==> src/rtl/sd_host_pkg.sv <==
// rtl/sd_host_pkg.sv - shared constants, state encoding and byte helpers for the SD image host
// Purpose: command codes on the SD byte-command link, host FSM states, sector size
//          and small helpers used by sd_img_host.
// Ports:   none (package).
package sd_host_pkg;

  localparam logic [7:0] SD_CMD_STATUS   = 8'h01;
  localparam logic [7:0] SD_CMD_CORE_RW  = 8'h02;
  localparam logic [7:0] SD_CMD_INSERTED = 8'h04;

  // 512-byte sectors
  localparam int SECTOR_SHIFT = 9;

  typedef enum logic [2:0] {
    ST_IDLE    = 3'd0,
    ST_MOUNT   = 3'd1,
    ST_STAT    = 3'd2,
    ST_XLATE   = 3'd3,
    ST_RW_CMD  = 3'd4,
    ST_RW_POLL = 3'd5,
    ST_DONE    = 3'd6
  } host_state_e;

  // Big-endian byte pick: k=0 is bits [31:24], k=3 is bits [7:0].
  function automatic logic [7:0] be_byte(input logic [31:0] w, input logic [1:0] k);
    case (k)
      2'd0:    return w[31:24];
      2'd1:    return w[23:16];
      2'd2:    return w[15:8];
      default: return w[7:0];
    endcase
  endfunction

  // Lowest set bit of a request bitmap; callers only use it for a non-zero bitmap.
  function automatic logic [1:0] lowest_slot(input logic [3:0] bm);
    if (bm[0]) return 2'd0;
    if (bm[1]) return 2'd1;
    if (bm[2]) return 2'd2;
    return 2'd3;
  endfunction

endpackage

==> src/rtl/sd_host_byte_if.sv <==
// rtl/sd_host_byte_if.sv - single byte operation on the SD byte-command link
// Purpose: on go, drives strobe for one cycle together with start/tx, then waits
//          STROBE_GAP cycles and presents the response on the last wait cycle.
// Ports:   clk, reset      - clock, synchronous active-high reset
//          go, start, tx   - request a byte op (accepted only when idle)
//          strobe          - link data_strobe
//          sd_start, sd_tx - link data_start / data_in, valid only with strobe
//          sd_rx           - link data_out
//          rx, rdy         - response byte, valid while rdy is high (one cycle)
module sd_host_byte_if #(
  parameter int STROBE_GAP = 2
) (
  input  logic       clk,
  input  logic       reset,
  input  logic       go,
  input  logic       start,
  input  logic [7:0] tx,
  output logic       strobe,
  output logic       sd_start,
  output logic [7:0] sd_tx,
  input  logic [7:0] sd_rx,
  output logic [7:0] rx,
  output logic       rdy
);

  localparam int CW = $clog2(STROBE_GAP + 1);

  logic          strobe_q;
  logic          start_q;
  logic [7:0]    tx_q;
  logic [CW-1:0] cnt_q;

  // cnt_q holds the remaining wait cycles after the strobe cycle; zero with no
  // strobe pending means idle, so a new go cannot overlap a running op.
  always_ff @(posedge clk) begin
    if (reset) begin
      strobe_q <= 1'b0;
      start_q  <= 1'b0;
      tx_q     <= 8'h00;
      cnt_q    <= '0;
    end else if (strobe_q) begin
      strobe_q <= 1'b0;
      start_q  <= 1'b0;
      tx_q     <= 8'h00;
    end else if (cnt_q != '0) begin
      cnt_q <= cnt_q - CW'(1);
    end else if (go) begin
      strobe_q <= 1'b1;
      start_q  <= start;
      tx_q     <= tx;
      cnt_q    <= CW'(STROBE_GAP);
    end
  end

  assign strobe   = strobe_q;
  assign sd_start = start_q;
  assign sd_tx    = tx_q;
  assign rdy      = !strobe_q && (cnt_q == CW'(1));
  assign rx       = sd_rx;

endmodule

==> src/rtl/sd_img_host.sv <==
// rtl/sd_img_host.sv - MCU stand-in that serves sd_card image sector requests
// Purpose: announces mounted images (INSERTED), and on irq reads STATUS, maps the
//          requested image sector to a physical LBA through a 4-slot base/size
//          table, issues CORE_RW and polls it to completion.
// Ports:   clk, reset                         - clock, synchronous active-high reset
//          cfg_we/cfg_idx/cfg_lba/cfg_size   - slot table write
//          mount_req                          - send INSERTED for slot cfg_idx
//          sd_strobe/sd_start/sd_tx/sd_rx     - byte-command link
//          sd_irq/sd_iack                     - request interrupt and acknowledge
//          busy/req_done/err                  - status
// Option:  SD_HOST_TIMEOUT_EN adds parameter POLL_MAX and aborts RW_POLL with err
//          after POLL_MAX busy polls.
module sd_img_host
  import sd_host_pkg::*;
#(
  parameter int STROBE_GAP = 2
`ifdef SD_HOST_TIMEOUT_EN
  , parameter int POLL_MAX = 65535
`endif
) (
  input  logic        clk,
  input  logic        reset,
  input  logic        cfg_we,
  input  logic [1:0]  cfg_idx,
  input  logic [31:0] cfg_lba,
  input  logic [31:0] cfg_size,
  input  logic        mount_req,
  output logic        sd_strobe,
  output logic        sd_start,
  output logic [7:0]  sd_tx,
  input  logic [7:0]  sd_rx,
  input  logic        sd_irq,
  output logic        sd_iack,
  output logic        busy,
  output logic        req_done,
  output logic        err
);

  host_state_e state_q, state_d;

  logic [31:0] base_q [4];
  logic [31:0] size_q [4];

  logic        irq_q, iack_q, irq_pend_q, mnt_pend_q;
  logic [1:0]  mnt_slot_q, cur_slot_q;
  logic        op_pend_q;
  logic [2:0]  idx_q;
  logic [3:0]  bitmap_q;
  logic [31:0] rsector_q;
  logic [31:0] lba_q;

  logic        bi_go, bi_start, bi_rdy;
  logic [7:0]  bi_tx, bi_rx;
  logic [2:0]  last_idx;
  logic        op_last;
  logic        irq_rise, mnt_take, stat_enter;
  logic        timeout_hit;

  logic [1:0]  x_slot;
  logic [31:0] x_nsec, x_lba;
  logic        x_in_range;

  sd_host_byte_if #(.STROBE_GAP(STROBE_GAP)) u_byte_if (
    .clk      (clk),
    .reset    (reset),
    .go       (bi_go),
    .start    (bi_start),
    .tx       (bi_tx),
    .strobe   (sd_strobe),
    .sd_start (sd_start),
    .sd_tx    (sd_tx),
    .sd_rx    (sd_rx),
    .rx       (bi_rx),
    .rdy      (bi_rdy)
  );

  // Slot table
  always_ff @(posedge clk) begin
    if (reset) begin
      for (int k = 0; k < 4; k++) begin
        base_q[k] <= '0;
        size_q[k] <= '0;
      end
    end else if (cfg_we) begin
      base_q[cfg_idx] <= cfg_lba;
      size_q[cfg_idx] <= cfg_size;
    end
  end

  // Pending requests. Flags clear on entry to their service state so a new
  // event arriving during service is kept for another pass; a set in the
  // same cycle as the clear wins.
  assign irq_rise   = sd_irq && !irq_q;
  assign mnt_take   = (state_q == ST_IDLE) && (state_d == ST_MOUNT);
  assign stat_enter = (state_q != ST_STAT) && (state_d == ST_STAT);

  always_ff @(posedge clk) begin
    if (reset) begin
      irq_q      <= 1'b0;
      iack_q     <= 1'b0;
      irq_pend_q <= 1'b0;
      mnt_pend_q <= 1'b0;
      mnt_slot_q <= 2'd0;
      cur_slot_q <= 2'd0;
    end else begin
      irq_q  <= sd_irq;
      iack_q <= irq_rise;
      if (irq_rise)        irq_pend_q <= 1'b1;
      else if (stat_enter) irq_pend_q <= 1'b0;
      if (mount_req) begin
        mnt_pend_q <= 1'b1;
        mnt_slot_q <= cfg_idx;
      end else if (mnt_take) begin
        mnt_pend_q <= 1'b0;
      end
      // MOUNT sends from its own copy so a later mount_req cannot alter it
      if (mnt_take) cur_slot_q <= mnt_slot_q;
    end
  end

  // Index of the final byte op in each sequencing state
  always_comb begin
    last_idx = 3'd0;
    case (state_q)
      ST_MOUNT:  last_idx = 3'd5;
      ST_STAT:   last_idx = 3'd5;
      ST_RW_CMD: last_idx = 3'd4;
      default:   last_idx = 3'd0;
    endcase
  end

  assign op_last = bi_rdy && (idx_q == last_idx);

  // Sector translation for the lowest pending slot
  always_comb begin
    x_slot     = lowest_slot(bitmap_q);
    x_nsec     = size_q[x_slot] >> SECTOR_SHIFT;
    x_in_range = rsector_q < x_nsec;
    if (x_in_range)
      x_lba = base_q[x_slot] + rsector_q;
    else if (x_nsec != '0)
      x_lba = base_q[x_slot] + x_nsec - 32'd1;
    else
      x_lba = base_q[x_slot];
  end

  // Byte sequencing and response capture. Only one op is outstanding:
  // op_pend_q blocks go until the matching rdy.
  always_ff @(posedge clk) begin
    if (reset) begin
      op_pend_q <= 1'b0;
      idx_q     <= 3'd0;
      bitmap_q  <= 4'h0;
      rsector_q <= '0;
      lba_q     <= '0;
    end else begin
      if (bi_go)       op_pend_q <= 1'b1;
      else if (bi_rdy) op_pend_q <= 1'b0;
      if (bi_rdy) idx_q <= (idx_q == last_idx) ? 3'd0 : idx_q + 3'd1;
      // STATUS responses: op 1 carries the bitmap, ops 2..5 rsector MSB first
      if (state_q == ST_STAT && bi_rdy) begin
        if (idx_q == 3'd1) bitmap_q <= bi_rx[3:0];
        else if (idx_q >= 3'd2) rsector_q <= {rsector_q[23:0], bi_rx};
      end
      if (state_q == ST_XLATE) lba_q <= x_lba;
    end
  end

`ifdef SD_HOST_TIMEOUT_EN
  logic [31:0] poll_cnt_q;

  always_ff @(posedge clk) begin
    if (reset || state_q != ST_RW_POLL) poll_cnt_q <= '0;
    else if (bi_rdy)                    poll_cnt_q <= poll_cnt_q + 32'd1;
  end

  // Fires on the busy response of the POLL_MAX-th poll
  assign timeout_hit = (state_q == ST_RW_POLL) && bi_rdy && bi_rx[0] &&
                       (poll_cnt_q == 32'(POLL_MAX - 1));
`else
  assign timeout_hit = 1'b0;
`endif

  // FSM state register
  always_ff @(posedge clk) begin
    if (reset) state_q <= ST_IDLE;
    else       state_q <= state_d;
  end

  // FSM next state
  always_comb begin
    state_d = state_q;
    case (state_q)
      ST_IDLE: begin
        if (mnt_pend_q)      state_d = ST_MOUNT;
        else if (irq_pend_q) state_d = ST_STAT;
      end
      ST_MOUNT:  if (op_last) state_d = ST_IDLE;
      ST_STAT:   if (op_last) state_d = (bitmap_q == 4'h0) ? ST_IDLE : ST_XLATE;
      ST_XLATE:  state_d = ST_RW_CMD;
      ST_RW_CMD: if (op_last) state_d = ST_RW_POLL;
      ST_RW_POLL: begin
        if (bi_rdy) begin
          if (!bi_rx[0])        state_d = ST_DONE;
          else if (timeout_hit) state_d = ST_IDLE;
        end
      end
      // Re-read STATUS: requests queued without a new irq edge are found here
      ST_DONE:   state_d = ST_STAT;
      default:   state_d = ST_IDLE;
    endcase
  end

  // FSM outputs
  always_comb begin
    bi_go    = 1'b0;
    bi_start = 1'b0;
    bi_tx    = 8'h00;
    req_done = 1'b0;
    err      = 1'b0;
    case (state_q)
      ST_MOUNT: begin
        bi_go    = !op_pend_q;
        bi_start = (idx_q == 3'd0);
        if (idx_q == 3'd0)      bi_tx = SD_CMD_INSERTED;
        else if (idx_q == 3'd1) bi_tx = {6'd0, cur_slot_q};
        else                    bi_tx = be_byte(size_q[cur_slot_q], 2'(idx_q - 3'd2));
      end
      ST_STAT: begin
        bi_go    = !op_pend_q;
        bi_start = (idx_q == 3'd0);
        bi_tx    = (idx_q == 3'd0) ? SD_CMD_STATUS : 8'h00;
      end
      ST_XLATE: err = !x_in_range;
      ST_RW_CMD: begin
        bi_go    = !op_pend_q;
        bi_start = (idx_q == 3'd0);
        bi_tx    = (idx_q == 3'd0) ? SD_CMD_CORE_RW : be_byte(lba_q, 2'(idx_q - 3'd1));
      end
      ST_RW_POLL: begin
        bi_go = !op_pend_q;
        err   = timeout_hit;
      end
      ST_DONE: req_done = 1'b1;
      default: ;
    endcase
  end

  assign busy    = (state_q != ST_IDLE);
  assign sd_iack = iack_q;

endmodule
==> config.mk <==
export PLATFORM = sky130hd
export DESIGN_NAME = sd_img_host
export DESIGN_NICKNAME = d
export VERILOG_FILES = /design/src/rtl/sd_host_pkg.sv /design/src/rtl/sd_host_byte_if.sv /design/src/rtl/sd_img_host.sv
export SDC_FILE = /design/constraint.sdc
export NUM_CORES = 1
export LEC_CHECK = 0
export ABC_CLOCK_PERIOD_IN_PS = 6300
export BUFFER_PORTS_ARGS = -buffer_cell sky130_fd_sc_hd__buf_2
export CAP_MARGIN = 20
export CORE_UTILIZATION = 45
export CTS_BUF_LIST = sky130_fd_sc_hd__clkbuf_16
export DETAILED_ROUTE_END_ITERATION = 7
export HOLD_SLACK_MARGIN = 0.08
export PLACE_DENSITY = 0.69
export SLEW_MARGIN = 20
export SYNTH_ARGS = -nofsm -noshare
export SYNTH_HDL_FRONTEND = slang
export SYNTH_SLANG_ARGS = --single-unit
==> constraint.sdc <==
create_clock -name clk -period 6.3 [get_ports clk]
set_input_delay 0.63 -clock clk [delete_from_list [all_inputs] [get_ports clk]]
set_output_delay 0.63 -clock clk [all_outputs]
set_load 0.005 [all_outputs]
==> metrics.md, run 1 <==
| Metric | Value |
|---|---|
| Hold Worst Slack | `between 0.3 and 0.4 ns` |
| Hold EP | `rsector_q[2]` |
| Worst reg-to-reg setup slack | `0.79 ns` |
| Top cell by count, worst path | `a21oi_1` |
| Hold Fails Final Rpt | `0` |
| Final worst slack | `just under 0.8 ns` |
| Final Cell Area | `23,300 um^2` |
| Fin nets | `~2,400` |
| Reg clk slew, reported paths | `0.06 ns` |
| CORE AREA | `45,800 um^2` |
| Starting DRC count in detailed routing | `between 1,500 and 2,000` |
| Net Count, Synth | `2,305` |
| Clk sinks | `353` |
| Final Cycle Share | `between 80% and 90%` |
| Crit path DAT | `6.00 ns` |
| Row count | `78` |
| Synth Instances | `roughly 2,100` |
| Reg-to-reg critical path startpoint | `bitmap_q[1]` |
| Measured slew at the worst slew-check pin | `1.17 ns` |
| Post-synth top cells | `and2_1 (260), edfxtp_1 (256), a21oi_1 (201)` |
| Tot Pwr | `6.38 mW` |
| DP Cell Count | `between 2,000 and 3,000` |
| Detailed Route WL | `between 60,000 and 70,000 um` |
| R2r worst-path depth | `19` |
| Initial core utilization | `a little under half` |
| # diodes | `0` |
| Post-CTS Hold Buffers | `0` |
| CP required | `a little under 7 ns` |
| Via Count | `~16,000` |
| Die area | `approximately 48,000 um^2` |
| Sw Ratio | `a little under a third` |
| Startpoint Class | `flip-flop` |
| Number of global-route vias before repair | `between 15,000 and 20,000` |
| Synth top area share | `36.5%` |
| Clock power share | `roughly 36%` |
| Sequential power share | `around 43%` |
| Sequential share of the synthesized area | `45.7%` |
| Die width | `about 220 um` |
| DRC Markers | `0` |
| Top post-synthesis cells by area | `edfxtp_1 (37%), dfxtp_1 (9.2%), and2_1 (7.7%)` |
| NetSw | `1.93 mW` |
| Largest net degree at the start of global routing | `66` |
| Relative slew slack | `21.1%` |
| Finished Layout Cells | `about 2,800` |
| Combinational share of power | `~22%` |
| Hold depth | `3` |
| Setup CP Type | `reg2reg` |
| Worst r2r dst | `lba_q[31]` |
| Min-Delay Path Class | `in2reg` |
| CP cell instances | `buf_12 > nor2_1 > a21oi_1 > nor2_1 > a21oi_1 > ha_1 > inv_1 > ha_1 > inv_1 > fa_1 > nand2b_1 > a21oi_1 > o211ai_2 > a2111oi_2 > or4b_4 > a41oi_1 > and3_1 > a311o_1 > a21oi_1` |
| PortBufs | `92` |
| Detailed Place HPWL | `about 44,000 um` |
| Inserted Clock Buffers | `41` |
| Leakage | `a little over 9 nW` |
| Synth async-reset ratio | `0%` |
| Netlist cell types | `84` |
| Slowest-stage cell, CP | `dfxtp_2` |
| Gr usage total | `between 20% and 30%` |
| Drt pass-1 iters | `7` |
| Grt ovf | `0` |
| Pwr dens | `274 nW/um^2` |
| Layout cells sized above 1 | `between 10% and 20%` |
| Most common cell in the netlist | `and2_1` |
| WL/cell | `roughly 22 um` |
| Ports | `93` |
| Area leader, netlist | `edfxtp_1` |
| Area after DPL | `around 22,000 um^2` |
| Skew-Pair Late Insertion Delay | `~0.56 ns` |
| Setup TNS | `0 ns` |
| Number of max-cap violations | `0` |
| Die Y | `218 um` |
| Worst Hold Launch | `sd_rx[2]` |
| # H-tree levels | `2` |
| Final Wtd Congestion | `0.984` |
| Avg Vias per Cell | `around 6` |
| Count of final setup violators | `0` |
| Synthesized flop and latch total | `between 300 and 400` |
| Final core occ | `around half` |
| CTS Buffer Depth | `3` |
| CP max stage delay | `0.85 ns` |
| Maximum clock frequency | `about 180 MHz` |
| Internal power | `4.46 mW` |
| Final max-slew violation count | `0` |
| CP Max Fanout | `48` |
| Clk_skew | `0.0179 ns` |
| First-pass GRT wire length | `approximately 95,000 um` |
| Synth Flop Type | `edfxtp_1` |
| Dpl ws | `approximately 0.9 ns` |
| Status | `finished clean` |
| Minimum clock period after layout | `5.51 ns` |
| Post-synth EDFFs | `256` |
| Antenna-violating nets left | `0` |
| Root Driver | `clkbuf_16` |
| Post-Syn Area per Cell | `roughly 9.9 um^2` |
| RSZ-0062 raised after global routing | `no` |
| Cts repair resizes | `0` |
| Ys Warns | `0` |
| Mapped Area | `~21,000 um^2` |
| Initial antenna violation count | `0` |
| TritonCTS clock tree | `done` |
| Area growth, synth to finish | `10.7%` |
| Peak VDD IR | `around 220 uV` |
| Postcts setup bufs | `0` |
| Critical path capture point type | `flip-flop` |
[kinds of logic (layout without fill, tap and decap cells)]
family,count (synthesis),after routing,synth area share (%)
fa+ha+maj,105,105,6.31
simple gates,766,766,18.6
xor+xnor,61,61,2.54
buf+inv,211,288,3.97
mux,116,116,7.52
flops,353,353,45.7
compound gates,509,509,15.4
[routing by layer]
| metal | track usage (%) | wire (um) | up-vias |
|---|---|---|---|
| met2 | 42.2 | 28900 | 599 |
| met5 | 0 | 0 | - |
| met1 | 35.8 | 27200 | 7948 |
| li1 | - | - | 7743 |
| met3 | 4.16 | 4320 | 84 |
| met4 | 7.27 | 1300 | 0 |
[critical path: cells and delay by family, from the launching register on]
kind                       cells  cell delay, ns
buffers and inverters          3            0.45
adders and majority gates      3            0.94
AOI/OAI and AO/OA              8            2.38
and+or+nand+nor                5            0.78
DFF                            1            0.85
[layout make-up]
class | count | area (um^2)
Inverter | 93 | 349
Tap cell | 600 | 751
Clock buffer | 42 | 1050
Sequential cell | 353 | 9640
Fill cell | 4131 | 22500
Timing Repair Buffer | 120 | 683
Clock inverter | 33 | 214
Multi-Input combinational cell | 1557 | 10600
[sequential cells by signal, summed over array words and instances (netlist names), 2 cells and up, named ones only]
signal and cells:
u_byte_if.cnt_q 2, mnt_slot_q 2, bitmap_q 4, rsector_q 32, base_q 128, size_q 128, idx_q 3, u_byte_if.sd_tx 8
state_q 3, cur_slot_q 2, lba_q 32
[layout by cell type, fill, tap and decap left out, drive strengths merged, types with 7 or more instances in the layout]
master,netlist,routed
nand2b,25,25
clkinv,0,15
buf,34,120
mux2,17,17
a22oi,21,21
edfxtp,256,256
o21a,14,14
nor3b,7,7
clkbuf,84,42
o211ai,18,18
a211o,7,7
a211oi,26,26
and3,10,10
nand2,186,186
or2,7,7
a222oi,10,10
a21oi,201,201
o21ai,89,89
nor2b,12,12
dfxtp,97,97
mux4,32,32
and2,261,261
a21o,35,35
ha,103,103
o22ai,8,8
inv,93,106
a31oi,11,11
o221ai,12,12
o21bai,9,9
xor2,19,19
nand4,7,7
xnor2,42,42
or3,10,10
nor2,158,158
nand3,37,37
mux2i,67,67
nor3,25,25
[power by group through the flow]
stage                     registers [mW]  clock network (mW)  logic (mW)
after floorplan                     2.75                   0       0.949
after global placement              2.78                   0        1.34
after detailed placement            2.79                   0        1.35
after CTS                           2.74                2.29        1.36
after global routing                2.75                2.39        1.51
final                               2.74                2.27        1.38
[worst max-delay path by stage]
stage / from / endpoint / slack, ns / cells past startpoint
2_1_floorplan: cfg_we / base_q[1][0] / 0.55 / 2
3_3_place_gp: bitmap_q[1] / lba_q[31] / 0.93 / 16
3_5_place_dp: bitmap_q[1] / lba_q[31] / 0.92 / 16
4_1_cts: bitmap_q[1] / lba_q[31] / 0.85 / 16
5_1_grt: bitmap_q[1] / lba_q[31] / 0.57 / 16
6_report: bitmap_q[1] / lba_q[31] / 0.79 / 19
(Power assumes the default switching activity.)
==> run 2, diff against run 1 <==
- CORE_UTILIZATION: 45 -> 63
- MAX_ROUTING_LAYER: unset -> met4
- PLACE_DENSITY: 0.69 -> 0.89
==> run 2 against run 1 <==
The flow now finishes with violations (DRC). Setup slack lost 0.14 ns. First-iteration DRC count grew 27%. Highest routed layer unchanged. Cell area shrank 1.2%. Largest power group unchanged. Combinational power is essentially flat. Clock power shrank 4%. Sequential share of layout area grew 0.50 points.
==> metrics.md, run 2 (synthesized netlist as in run 1, its figures left out) <==
| Metric | Value |
|---|---|
| # fillers | `2,393` |
| Initial core utilization | `between 60 and 70%` |
| Ports | `93` |
| Cts repair resizes | `0` |
| Die Y | `around 180 um` |
| Post-CTS Hold Buffers | `0` |
| Row count | `66` |
| Number of global-route vias before repair | `~16,000` |
| Fin nets | `2,347` |
| R2r worst-path depth | `14` |
| WL/cell | `23.0 um` |
| Most common cell after layout, fill and taps aside | `and2_1` |
| Skew-Pair Late Insertion Delay | `roughly 0.54 ns` |
| Inserted Clock Buffers | `38` |
| Grt ovf | `0` |
| Failing checks | `DRC` |
| Avg Vias per Cell | `about 6.5` |
| Layout cells sized above 1 | `11.6%` |
| Min-Delay Path Class | `in2reg` |
| CP Max Fanout | `44` |
| Hold Fails Final Rpt | `0` |
| Final core occ | `a little over two thirds` |
| Startpoint Class | `flip-flop` |
| Clk sinks | `roughly 350` |
| Starting DRC count in detailed routing | `2,054` |
| CORE AREA | `32,700 um^2` |
| Final max-slew violation count | `0` |
| PortBufs | `92` |
| Critical path capture point type | `flip-flop` |
| CP required | `6.75 ns` |
| Area after DPL | `between 20,000 and 25,000 um^2` |
| Reg clk slew, reported paths | `0.06 ns` |
| TritonCTS clock tree | `done` |
| Root Driver | `clkbuf_16` |
| Minimum clock period after layout | `about 5.7 ns` |
| Die area | `about 34,000 um^2` |
| Final Cycle Share | `between 80 and 90%` |
| DRC Markers | `7` |
| Via Count | `17,000` |
| Relative slew slack | `between 20% and 30%` |
| Final Wtd Congestion | `around 1.1` |
| Most frequent cells in the layout | `and2_1 (260), edfxtp_1 (256), a21oi_1 (201), nand2_1 (184), nor2_1 (158)` |
| Antenna-violating nets left | `0` |
| Status | `finished with violations` |
| Measured slew at the worst slew-check pin | `about 1.1 ns` |
| Setup CP Type | `reg2reg` |
| Count of final setup violators | `0` |
| Multi-input gate area | `around 11,000 um^2` |
| Register area | `9640 um^2` |
| Die width | `185 um` |
| CTS Buffer Depth | `3` |
| RSZ-0062 raised after global routing | `no` |
| Detailed Route WL | `approximately 60,000 um` |
| # H-tree levels | `2` |
| Crit path DAT | `6.11 ns` |
| Drt pass-1 iters | `8` |
| Largest net degree at the start of global routing | `between 70 and 80` |
| Number of max-cap violations | `0` |
| Detailed Place HPWL | `42,200 um` |
| Final worst slack | `approximately 0.65 ns` |
| Clk_skew | `slightly above 0.02 ns` |
| Tot Pwr | `about 6.3 mW` |
| Hold depth | `3` |
| Peak VDD IR | `around 300 uV` |
| First-pass GRT wire length | `about 93,000 um` |
| Postcts setup bufs | `0` |
| Setup TNS | `0 ns` |
| Initial antenna violation count | `1` |
| Dpl ws | `roughly 0.9 ns` |
| Gr usage total | `between 30 and 40%` |
| Biggest regs | `base_q (128), size_q (128)` |
| Leakage | `about 9 nW` |
| Pwr dens | `274 nW/um^2` |
| Area growth, synth to finish | `9.39%` |
| Maximum clock frequency | `approximately 180 MHz` |
| Final Cell Area | `approximately 23,000 um^2` |
## run 2: changes by cell type in the layout (fill, tap and decap cells not counted), sizes merged
cell	change
clkinv	-5
clkbuf	-3
bufinv	+1
diode	+1
inv	-1
## run 2: layout make-up
class	count	share of cell area, %
clock inverter	28	0.929
multi-input combinational	1557	46.2
inverter	93	1.52
clock buffer	39	4.24
antenna	1	0.0109
timing repair buffer	120	2.91
tap	442	2.40
sequential	353	41.8
## run 2: power by group
part | leakage (nW) | internal, mW | total [mW] | switching (mW)
Combinational | 5.11 | 0.509 | 1.39 | 0.877
Clock | 0.611 | 1.25 | 2.17 | 0.926
Sequential | 3.29 | 2.66 | 2.74 | 0.0887
## run 2: through the flow
stage,hold slack (ns),std cells
after floorplan,0.378,2121
final,0.325,2633
after detailed placement,0.400,2565
after CTS,0.322,2632
after global placement,0.388,2565
after global routing,0.337,2633
## run 2: final timing paths
path,from,endpoint,slack [ns]
max,bitmap_q[1],lba_q[31],0.65
min,sd_rx[7],rsector_q[7],0.33
max reg2reg,bitmap_q[1],lba_q[31],0.65
min reg2reg,irq_q,sd_iack,0.40
## run 2: worst max-delay path, stage by stage, from the launching register on
cell and delay [ns]:
dfxtp_2 0.88, nand2b_1 0.53, o221ai_1 0.96, ha_1 0.38
inv_1 0.06, ha_1 0.27, a211oi_1 0.40, o21ai_0 0.21
a22oi_2 0.33, a2111oi_2 0.15, or4b_4 0.52, a211o_1 0.26
and3_1 0.17, a311o_1 0.32, a21oi_1 0.13
## run 2: per-layer routing
metal | routed length, um | part of all wire [%] | vias to the layer above | GRT usage [%]
li1 | - | - | 7726 | -
met1 | 24600 | 41 | 8127 | 48.7
met2 | 27800 | 46 | 998 | 56.8
met3 | 5980 | 9.9 | 198 | 7.20
met4 | 2270 | 3.7 | 0 | 13.6
met5 | 0 | 0 | - | -
